**src/rtl/rx_deframe.sv**
```systemverilog
// rx_deframe: checks a received 11-bit UART frame and queues {errors, data} for the host.
// Latency: an entry becomes visible 3 baud_clk edges after the frame event (IDLE -> CHECK -> PUSH).
// Backpressure: none toward the SIPO stage; a frame that cannot be accepted is dropped and flagged in overrun.
//
// Ports:
//   baud_clk, reset_n            - sampling clock, asynchronous active-low reset
//   recieved_flag, data_parll    - frame-complete strobe and frame {start, d0..d7, parity, stop}
//   parity_type                  - 01 odd, 10 even, 00/11 none
//   rd_en                        - pop the head entry (ignored when empty)
//   clr_overrun                  - clear the sticky overrun flag
//   data_out, *_error            - head entry (all zero when empty)
//   data_valid, fifo_full        - buffer status
//   overrun                      - sticky frame-lost flag
//
// Build option: define RX_DEFRAME_FIFO_EN for a 4-entry FIFO; otherwise a single holding register.

module rx_deframe (
  input  logic        baud_clk,
  input  logic        reset_n,
  input  logic        recieved_flag,
  input  logic [10:0] data_parll,
  input  logic [1:0]  parity_type,
  input  logic        rd_en,
  input  logic        clr_overrun,
  output logic [7:0]  data_out,
  output logic        parity_error,
  output logic        start_error,
  output logic        stop_error,
  output logic        data_valid,
  output logic        fifo_full,
  output logic        overrun
);

  typedef enum logic [1:0] {
    IDLE  = 2'd0,
    CHECK = 2'd1,
    PUSH  = 2'd2
  } state_t;

  state_t      state;
  state_t      state_nxt;

  logic        flag_q;
  logic        armed;
  logic        frame_evt;

  logic [10:0] frame_reg;
  logic        perr_q;
  logic        serr_q;
  logic        sterr_q;

  logic        latch_frame;
  logic        latch_flags;
  logic        push_req;

  logic [7:0]  frame_byte;
  logic        par_x;
  logic        perr_calc;

  logic [10:0] wr_entry;
  logic [10:0] head;
  logic        empty;
  logic        full;
  logic        pop;
  logic        wr_en;
  logic        push_drop;
  logic        ovr_set;

  // ---------------------------------------------------------------------------
  // Frame event detection. The registered copy is cleared by reset, so a flag
  // held high through reset would look like a rising edge on release; 'armed'
  // only goes high once the flag has been seen low, so the first event after
  // reset is always a genuine new edge.
  // ---------------------------------------------------------------------------
  always_ff @(posedge baud_clk or negedge reset_n) begin
    if (!reset_n) begin
      flag_q <= 1'b0;
      armed  <= 1'b0;
    end else begin
      flag_q <= recieved_flag;
      if (!recieved_flag) begin
        armed <= 1'b1;
      end
    end
  end

  assign frame_evt = recieved_flag & ~flag_q & armed;

  // ---------------------------------------------------------------------------
  // Control FSM
  // ---------------------------------------------------------------------------
  always_ff @(posedge baud_clk or negedge reset_n) begin
    if (!reset_n) begin
      state <= IDLE;
    end else begin
      state <= state_nxt;
    end
  end

  always_comb begin
    state_nxt   = state;
    latch_frame = 1'b0;
    latch_flags = 1'b0;
    push_req    = 1'b0;
    case (state)
      IDLE: begin
        if (frame_evt) begin
          latch_frame = 1'b1;
          state_nxt   = CHECK;
        end
      end
      CHECK: begin
        latch_flags = 1'b1;
        state_nxt   = PUSH;
      end
      PUSH: begin
        push_req  = 1'b1;
        state_nxt = IDLE;
      end
      default: begin
        state_nxt = IDLE;
      end
    endcase
  end

  // ---------------------------------------------------------------------------
  // Frame checking
  // ---------------------------------------------------------------------------
  // d0 sits at frame bit 9 (first bit on the wire), so the byte is bit-reversed.
  always_comb begin
    frame_byte = '0;
    for (int i = 0; i < 8; i++) begin
      frame_byte[i] = frame_reg[9-i];
    end
  end

  // XOR across data plus parity bit: 1 means an odd count of ones.
  assign par_x = ^frame_reg[9:1];

  always_comb begin
    perr_calc = 1'b0;
    case (parity_type)
      2'b01:   perr_calc = ~par_x;
      2'b10:   perr_calc = par_x;
      default: perr_calc = 1'b0;
    endcase
  end

  always_ff @(posedge baud_clk or negedge reset_n) begin
    if (!reset_n) begin
      frame_reg <= '0;
      perr_q    <= 1'b0;
      serr_q    <= 1'b0;
      sterr_q   <= 1'b0;
    end else begin
      if (latch_frame) begin
        frame_reg <= data_parll;
      end
      if (latch_flags) begin
        perr_q  <= perr_calc;
        serr_q  <= frame_reg[10];
        sterr_q <= ~frame_reg[0];
      end
    end
  end

  assign wr_entry = {perr_q, serr_q, sterr_q, frame_byte};

  // ---------------------------------------------------------------------------
  // Buffer control. A push into a full buffer still succeeds when a pop frees
  // the head slot on the same edge.
  // ---------------------------------------------------------------------------
  assign pop       = rd_en & ~empty;
  assign wr_en     = push_req & (~full | pop);
  assign push_drop = push_req & full & ~pop;

`ifdef RX_DEFRAME_FIFO_EN
  localparam int            DEPTH     = 4;
  localparam int            PW        = 2;
  localparam logic [PW:0]   CNT_FULL  = 3'd4;
  localparam logic [PW:0]   CNT_ONE   = 3'd1;
  localparam logic [PW-1:0] PTR_ONE   = 2'd1;

  logic [10:0]   mem [DEPTH];
  logic [PW-1:0] wr_ptr;
  logic [PW-1:0] rd_ptr;
  logic [PW:0]   count;

  // Storage needs no reset: nothing is visible until count says so.
  always_ff @(posedge baud_clk) begin
    if (wr_en) begin
      mem[wr_ptr] <= wr_entry;
    end
  end

  // Pointers are exactly log2(DEPTH) bits, so increment wraps modulo DEPTH.
  always_ff @(posedge baud_clk or negedge reset_n) begin
    if (!reset_n) begin
      wr_ptr <= '0;
      rd_ptr <= '0;
      count  <= '0;
    end else begin
      if (wr_en) begin
        wr_ptr <= wr_ptr + PTR_ONE;
      end
      if (pop) begin
        rd_ptr <= rd_ptr + PTR_ONE;
      end
      case ({wr_en, pop})
        2'b10:   count <= count + CNT_ONE;
        2'b01:   count <= count - CNT_ONE;
        default: count <= count;
      endcase
    end
  end

  assign empty = (count == '0);
  assign full  = (count == CNT_FULL);
  assign head  = mem[rd_ptr];
`else
  logic [10:0] hold_q;
  logic        hold_vld;

  always_ff @(posedge baud_clk or negedge reset_n) begin
    if (!reset_n) begin
      hold_q   <= '0;
      hold_vld <= 1'b0;
    end else begin
      if (wr_en) begin
        hold_q   <= wr_entry;
        hold_vld <= 1'b1;
      end else if (pop) begin
        hold_vld <= 1'b0;
      end
    end
  end

  assign empty = ~hold_vld;
  assign full  = hold_vld;
  assign head  = hold_q;
`endif

  // ---------------------------------------------------------------------------
  // Overrun: sticky; a coinciding set beats the clear.
  // ---------------------------------------------------------------------------
  assign ovr_set = (frame_evt & (state != IDLE)) | push_drop;

  always_ff @(posedge baud_clk or negedge reset_n) begin
    if (!reset_n) begin
      overrun <= 1'b0;
    end else if (ovr_set) begin
      overrun <= 1'b1;
    end else if (clr_overrun) begin
      overrun <= 1'b0;
    end
  end

  // ---------------------------------------------------------------------------
  // Outputs: head entry shown combinationally, forced to zero when empty.
  // ---------------------------------------------------------------------------
  assign data_valid = ~empty;
  assign fifo_full  = full;

  always_comb begin
    data_out     = 8'h00;
    parity_error = 1'b0;
    start_error  = 1'b0;
    stop_error   = 1'b0;
    if (!empty) begin
      data_out     = head[7:0];
      parity_error = head[10];
      start_error  = head[9];
      stop_error   = head[8];
    end
  end

endmodule

```
**config.mk**
```make
export PLATFORM = sky130hd
export DESIGN_NAME = rx_deframe
export DESIGN_NICKNAME = d
export VERILOG_FILES = /design/src/rtl/rx_deframe.sv
export SDC_FILE = /design/constraint.sdc
export NUM_CORES = 1
export LEC_CHECK = 0
export CAP_MARGIN = 20
export CORE_UTILIZATION = 25
export CTS_BUF_LIST = sky130_fd_sc_hd__clkbuf_16
export DETAILED_ROUTE_END_ITERATION = 6
export HOLD_SLACK_MARGIN = 0.1
export PLACE_DENSITY_LB_ADDON = 0.3
export SYNTH_ARGS = -nofsm -noshare
export SYNTH_HDL_FRONTEND = slang
export SYNTH_SLANG_ARGS = --single-unit
```
**constraint.sdc**
```tcl
create_clock -name baud_clk -period 4.1 [get_ports baud_clk]
set_clock_uncertainty 0.2 [all_clocks]
set_input_delay 0.82 -clock baud_clk [delete_from_list [all_inputs] [get_ports baud_clk]]
set_output_delay 0.82 -clock baud_clk [all_outputs]
set_load 0.01 [all_outputs]
```
Yosys cells after proc, flatten, opt, wreduce, memory -nomap -nowiden
Index checks and enable logic that the tools add are counted.
{ "word_totals": {"ff_bits": 31, "in_bits": 18, "word_cells": 49} }
{ "op_classes": {"n_eq_ne": 5, "muxes": 15, "bitwise_logic": 14, "reduce_logical": 5} }
{ "op_table": {"columns": ["operator", "count"], "rows": [
  ["$mux 1", 11],
  ["$reduce_xor 9->1", 1],
  ["$mux 8", 1],
  ["$and 1x1->1", 7],
  ["$reduce_bool 2->1", 3],
  ["$not 1->1", 5],
  ["$eq 2x1->1 const B", 2],
  ["$eq 2x2->1 const B", 2],
  ["$pmux 2 s2", 1],
  ["$logic_not 2->1", 1],
  ["$mux 2", 1],
  ["$ne 2x2->1 const B", 1],
  ["$or 1x1->1", 2],
  ["$pmux 1 s2", 1]
]} }

Longest topological paths before layout
Gate-level depths: netlist of the first run.
{ "depth": {"depth_word": 6, "depth_mapped": 4, "depth_no_buf": 4} }

Worst setup path before layout of the first run
Ideal clock, no wire load.
{ "synth_timing": {"path_kind": "in2reg", "start": "input rd_en", "end": "register hold_q[10], in the netlist head[10]", "t_arrival_ns": 1.704, "required_ns": 3.775, "slack_ns": 2.072, "stages": 4, "cell_sequence": "nand2b_1 nor3b_1 buf_4 mux2_2"} }
{ "synth_between": {"elab_chain_len": 3} }
{ "synth_rtl": {"columns": ["item", "line", "source"], "rows": [
  ["start: declaration", "23", "input logic rd_en,"],
  ["$and 1x1->1", "173", "assign pop = rd_en & ~empty;"],
  ["$or 1x1->1", "174", "assign wr_en = push_req & (~full | pop);"],
  ["$and 1x1->1", "174", null],
  ["end signal: assignment", "230", "hold_q <= wr_entry;"],
  ["end: declaration", "221", "logic [10:0] hold_q;"]
]} }
No other way between the ends.
A chain may end at the register's enable or synchronous reset.

Final worst setup path of the first run
{ "layout_timing": {"start": "register hold_vld, in the netlist data_valid", "end": "output stop_error"} }
{ "layout_between": {"elab_chain_len": 1} }
{ "layout_rtl": {"columns": ["item", "line", "source"], "rows": [
  ["start: declaration", "222", "logic hold_vld;"],
  ["start signal: assignment", "227", "hold_vld <= 1'b0;"],
  ["start signal: assignment", "231", "hold_vld <= 1'b1;"],
  ["start signal: assignment", "233", "hold_vld <= 1'b0;"],
  ["$mux 1", "269", "if (!empty) begin"],
  ["end: declaration", "28", "output logic stop_error,"]
]} }
No other way between the ends.

==> results.yml, run 1 <==
global_routing:
  grt_pass1_wl_microns: 4340
  grt_max_degree: 32
  grt_pass1_vias: 915
  overflow: 0
  antenna_found_initial: 0
  gr-usage-all-layers_pct: 10.1
floorplan:
  die_area_sq_um: 5940
  rows: 26
  io_pins: 32
  die_x_microns: 77.1
  initial_core_util_pct: 26.8
  coreArea_sq_um: 5270
  die_y_microns: 77.1
layout:
  final_cell_mix: "31 x dfrtp_1, 31 x clkdlybuf4s50_1, 14 x mux2_2"
  drive_gt1_share_pct: 23.9
  nNetsFinal: 155
  fin_area_sq_um: 1930
  diodes: 0
  synthToLayoutAreaGrowth_pct: 36.9
route:
  vias: 874
  wl_per_cell_microns: 12.5
  met3_length_microns: 149
  wl_met1_microns: 1190
  drt-pass1-iter-count: 2
  wl_met2_microns: 1200
  drt_iter0_drc: 11
  topRoutingLayerUsed: "met4"
  wl_microns: 2600
  antenna_left: 0
  vias_per_cell: 4.20
  drc_errors: 0
outcome:
  status: "complete, no violations"
synth:
  syn_area_sq_um: 1410
  syn_avg_cell_area_sq_um: 14.0
  synthCells: 101
  syn_nets: 119
  seq_area_frac_synth_pct: 55.0
  synth_cell_types: 21
  ys_ff_latch: 31
  ys_warn_count: 0
clock_tree:
  cts_resized: 0
  htree_levels: 2
  postCtsSetupBuffers: 0
  cts_hold_buf: 0
  cts_tree: "built"
  numClockSinks: 31
  clock_latency_ns: 0.27
  clock_path_buffers: 2
  clkTransAtPathRegs_ns: 0.05
  cts-root-buf: "clkbuf_16"
  cts_inserted_buffers: 5
critical_path:
  worst_setup_path_end_kind: "output port"
  crit_arrival_ns: 1.59
  slowest_delay_ns: 0.58
  critPathBufInv: 1
  path_delay_family: "flip-flops"
  cp_cell_sequence: "and2_1, clkdlybuf4s50_1"
  cp.required_ns: 3.08
  critical_path_class: "register to output port"
  setup.worst_path.start_class: "register"
  slowest_stage: "dfrtp_1"
  critPathMaxFanout: 14
place:
  place_area_sq_um: 1790
  place_hpwl_microns: 1790
  gp_congestion: 0.715
  pre_cts_ws_ns: 1.55
  port_buffers: 31
run:
  cap_violations: 0
power_and_ir_drop:
  power-per-cell-area_nw_per_um2: 545
  p_leak_nw: 0.859
  vdd_ir_drop_max_mv: 0.162
timing:
  min_period_over_period_pct: 63.7
  setup_tns_ns: 0
  finalHoldViolations: 0
  fin_ws_ns: 1.49
  finalSetupViolCount: 0
  worstMarginPinSlew_ns: 0.407
  drv_slew: 0
  maxSlewHeadroom_pct: 72.9
  clock.fmax_mhz: 383
  finalCriticalPeriod_ns: 2.61
  grt_setup_unrepaired: "no"
min_path:
  hold_path.class: "register to register"
==> synth_stat cells <==
cell / n / share of area [%]
dfrtp_1: 31 / 55
mux2_2: 14 / 11
and2_1: 11 / 4.9
mux2_4: 9 / 9.6
nand2_1: 7 / 1.9
o21ai_0: 5 / 1.8
inv_1: 4 / 1.1
buf_4: 2 / 1.1
nand2b_1: 2 / 0.89
nand3b_1: 2 / 1.1
nor4bb_1: 2 / 1.4
xnor2_1: 2 / 1.2
xnor3_1: 2 / 3.2
a21bo_2: 1 / 0.71
a21oi_1: 1 / 0.35
buf_6: 1 / 0.80
clkbuf_1: 1 / 0.27
nor3b_1: 1 / 0.53
or3_4: 1 / 0.80
xor2_1: 1 / 0.62
xor3_1: 1 / 1.7
==> worst register-to-register path, cell delays in order (launching register included) <==
cell	delay [ns]
dfrtp_1	0.52
nand2b_1	0.17
nor3b_1	0.21
buf_4	0.25
mux2_2	0.35
==> final cells by class <==
type                            count  area, sq um
Sequential cell                    31          776
Inverter                            4         15.0
Multi-Input combinational cell     62          589
Clock inverter                      3         12.5
Clock buffer                        5          125
Fill cell                         518         3340
Timing Repair Buffer               33          325
Tap cell                           70         87.6
==> metrics by stage <==
stage / cells / util (%) / total power, mW / hold WS, ns
after floorplan: 101 / - / 0.630 / 0.235
after global placement: 200 / 34.0 / 0.718 / 0.251
after detailed placement: 200 / 34.0 / 0.728 / 0.253
after CTS: 208 / 36.6 / 1.07 / 0.268
after global routing: 208 / 36.6 / 1.12 / 0.306
final: 208 / 36.6 / 1.05 / 0.268
==> power breakdown <==
group | total, mW | leakage (nW) | switching [mW] | internal, mW
registers | 0.453 | 0.374 | 0.0568 | 0.396
clock network | 0.334 | 0.0762 | 0.116 | 0.218
logic | 0.265 | 0.410 | 0.0797 | 0.185
total | 1.05 | 0.859 | 0.253 | 0.799
==> worst paths after layout <==
path | start | endpoint | slack [ns] | depth (start not counted)
setup / recovery | data_valid | stop_error | 1.49 | 2
hold / removal | armed | armed | 0.27 | 1
setup reg to reg | data_valid | head[2] | 2.28 | 4
hold reg to reg | armed | armed | 0.27 | 1
max in group asynchronous | reset_n | head[4] | 2.67 | 2
min in group asynchronous | reset_n | overrun | 0.75 | 2
==> kinds of logic after synthesis <==
logic type | after synthesis | share of synthesized area [%]
AOI/OAI and AO/OA | 7 | 2.84
and+or+nand+nor | 26 | 11.4
DFF | 31 | 55.0
buffers and inverters | 8 | 3.19
xor gates and xnor gates | 6 | 6.74
muxes | 23 | 20.8
==> per-layer routing <==
metal / track usage [%] / up-vias
li1: - / 413
met1: 11.3 / 432
met2: 15.5 / 23
met3: 4.64 / 6
met4: 6.23 / 0
met5: 0 / -
Note: power is estimated with default switching activity, not from simulation.
==> inputs of run 2 (changes only) <==
Clock period 4.1 ns to 2.5 ns, I/O delays scaled along.
==> results of run 2 <==
The final DEF is identical to that of run 1. Status: complete, no violations.
Among the figures that moved: setup slack after placement 1.55 ns -> 0.273 ns; setup slack after layout 1.49 ns -> 0.209 ns; register-to-register setup slack 2.28 ns -> 0.68 ns; total power 1.05 mW -> 1.73 mW; worst IR drop on VDD 0.162 mV -> 0.265 mV
==> inputs of run 3 (changes only) <==
Settings changed: CORE_MARGIN set to 2.
Clock period 2.5 ns to 2.8 ns, I/O delays scaled along.
==> run 3 against run 2 <==
Compared with the run above:
- cell count is 0.96% higher
- via count is 0.23% lower
- first-iteration DRC count grew to 4.5 times the previous value
- wire length is 2.0% higher
- power is 4.9% lower
- flip-flop and latch count stayed put
- non-clock buffer count stayed put
- hold slack worse by 0.00072 ns
- setup slack better by 0.17 ns
- combinational power is 9.9% lower
- sequential share of layout area is 0.59 points lower
==> results.yml, run 3 (synthesized netlist as in run 1, its figures left out) <==
outcome:
  status: "complete, no violations"
power_and_ir_drop:
  clkPwrFrac_pct: 35.9
  switching_share_pct: 22.9
  internal_power_mw: 1.26
  combPwrFrac_pct: 23.8
  p_leak_nw: 0.865
  power-per-cell-area_nw_per_um2: 837
  pwr-share-seq_pct: 40.3
  power.switching_mw: 0.376
  vdd_ir_drop_max_mv: 0.316
place:
  dpl.cell_count: 202
  port_buffers: 31
  place_hpwl_microns: 1850
  gp_congestion: 0.665
  place_area_sq_um: 1800
critical_path:
  cp.required_ns: 2.04
  setup.worst_path.start_class: "register"
  slowest_stage: "dfrtp_1"
  path_delay_family: "flip-flops"
  critical_path_class: "register to output port"
  cp_cell_sequence: "and2_1, clkdlybuf4s50_1"
  slowest_delay_ns: 0.64
  crit_arrival_ns: 1.66
  worst_setup_path_end_kind: "output port"
  critPathBufInv: 1
  critPathMaxFanout: 14
layout:
  diodes: 0
  drive_gt1_share_pct: 24.6
  stdcell_count: 210
  nNetsFinal: 155
  final_cell_mix: "31 x dfrtp_1, 31 x clkdlybuf4s50_1, 14 x mux2_2"
  fin_area_sq_um: 1960
  synthToLayoutAreaGrowth_pct: 39.0
  utilization_pct: 35.8
global_routing:
  use_met3_pct: 3.52
  grt-busiest-layer: "met2"
  overflow: 0
  grt_pass1_vias: 986
  use_met1_pct: 11.9
  grt_max_degree: 32
  gr-usage-all-layers_pct: 9.78
  antenna_found_initial: 0
  use_met2_pct: 16.1
  grt_pass1_wl_microns: 4640
floorplan:
  die_x_microns: 79.1
  die_area_sq_um: 6260
  io_pins: 32
  coreArea_sq_um: 5470
  die_y_microns: 79.1
  initial_core_util_pct: 25.8
  rows: 27
timing:
  maxSlewHeadroom_pct: 67.9
  drv_slew: 0
  finalCriticalPeriod_ns: 2.42
  setup_tns_ns: 0
  clock.fmax_mhz: 413
  finalHoldViolations: 0
  grt_setup_unrepaired: "no"
  min_period_over_period_pct: 86.4
  worstMarginPinSlew_ns: 0.481
  finalSetupViolCount: 0
clock_tree:
  clock_path_buffers: 2
  clock_latency_ns: 0.27
  clkTransAtPathRegs_ns: 0.05
  cts-root-buf: "clkbuf_16"
  postCtsSetupBuffers: 0
  cts_tree: "built"
  numClockSinks: 31
  cts_inserted_buffers: 5
  cts_resized: 0
  htree_levels: 2
  cts_hold_buf: 0
min_path:
  hold_path.class: "register to register"
run:
  cap_violations: 0
route:
  vias_per_cell: 4.15
  wl_microns: 2660
  drc_errors: 0
  drt_iter0_drc: 50
  drt-pass1-iter-count: 4
  vias: 872
  antenna_left: 0
  wl_per_cell_microns: 12.7
## run 3: cell types whose count changed in the layout (fill, tap and decap cells not counted)
cell / previous run / this run
clkinv_1: 0 / 1
inv_1: 6 / 4
bufinv_16: 0 / 1
## run 3: area by class of cell
cell class                      count  area [sq um]
Clock buffer                        5           125
Inverter                            4          15.0
Tap cell                           72          90.1
Multi-Input combinational cell     62           589
Fill cell                         545          3510
Sequential cell                    31           776
Clock inverter                      3          38.8
Timing Repair Buffer               33           325
## run 3: power by group through the flow
| stage | Combinational [mW] | Clock [mW] | Sequential, mW |
|---|---|---|---|
| floorplan | 0.280 | 0 | 0.642 |
| global placement | 0.388 | 0 | 0.667 |
| global route | 0.433 | 0.624 | 0.682 |
| finish | 0.391 | 0.588 | 0.661 |
| CTS | 0.401 | 0.604 | 0.664 |
| detailed placement | 0.398 | 0 | 0.670 |
## run 3: worst paths after layout
| kind | startpoint | endpoint | slack (ns) | cells past startpoint |
|---|---|---|---|---|
| max | data_valid | stop_error | 0.38 | 2 |
| min | frame_reg[0] | sterr_q | 0.27 | 1 |
| max reg2reg | data_valid | head[8] | 0.95 | 4 |
| min reg2reg | frame_reg[0] | sterr_q | 0.27 | 1 |
| max in group asynchronous | reset_n | armed | 1.62 | 2 |
| min in group asynchronous | reset_n | frame_reg[2] | 0.49 | 2 |
## run 3: stage by stage
step	total power, mW	hold slack [ns]	setup WS [ns]
after floorplan	0.922	0.0644	1.03
after global placement	1.05	0.253	0.538
after detailed placement	1.07	0.253	0.498
after CTS	1.67	0.269	0.351
after global routing	1.74	0.297	0.287
final	1.64	0.268	0.381
## run 3: worst reg2reg max path, cell delays in order (launching register included)
cell	delay (ns)
dfrtp_1	0.55
nand2b_1	0.19
nor3b_1	0.20
buf_4	0.24
mux2_2	0.36
## run 3: metal layers
layer	vias up	share of wire, %	wire, microns
li1	415	-	-
met4	0	0.49	13
met3	2	6.2	164
met2	20	49	1290
met5	-	0	0
met1	435	45	1190
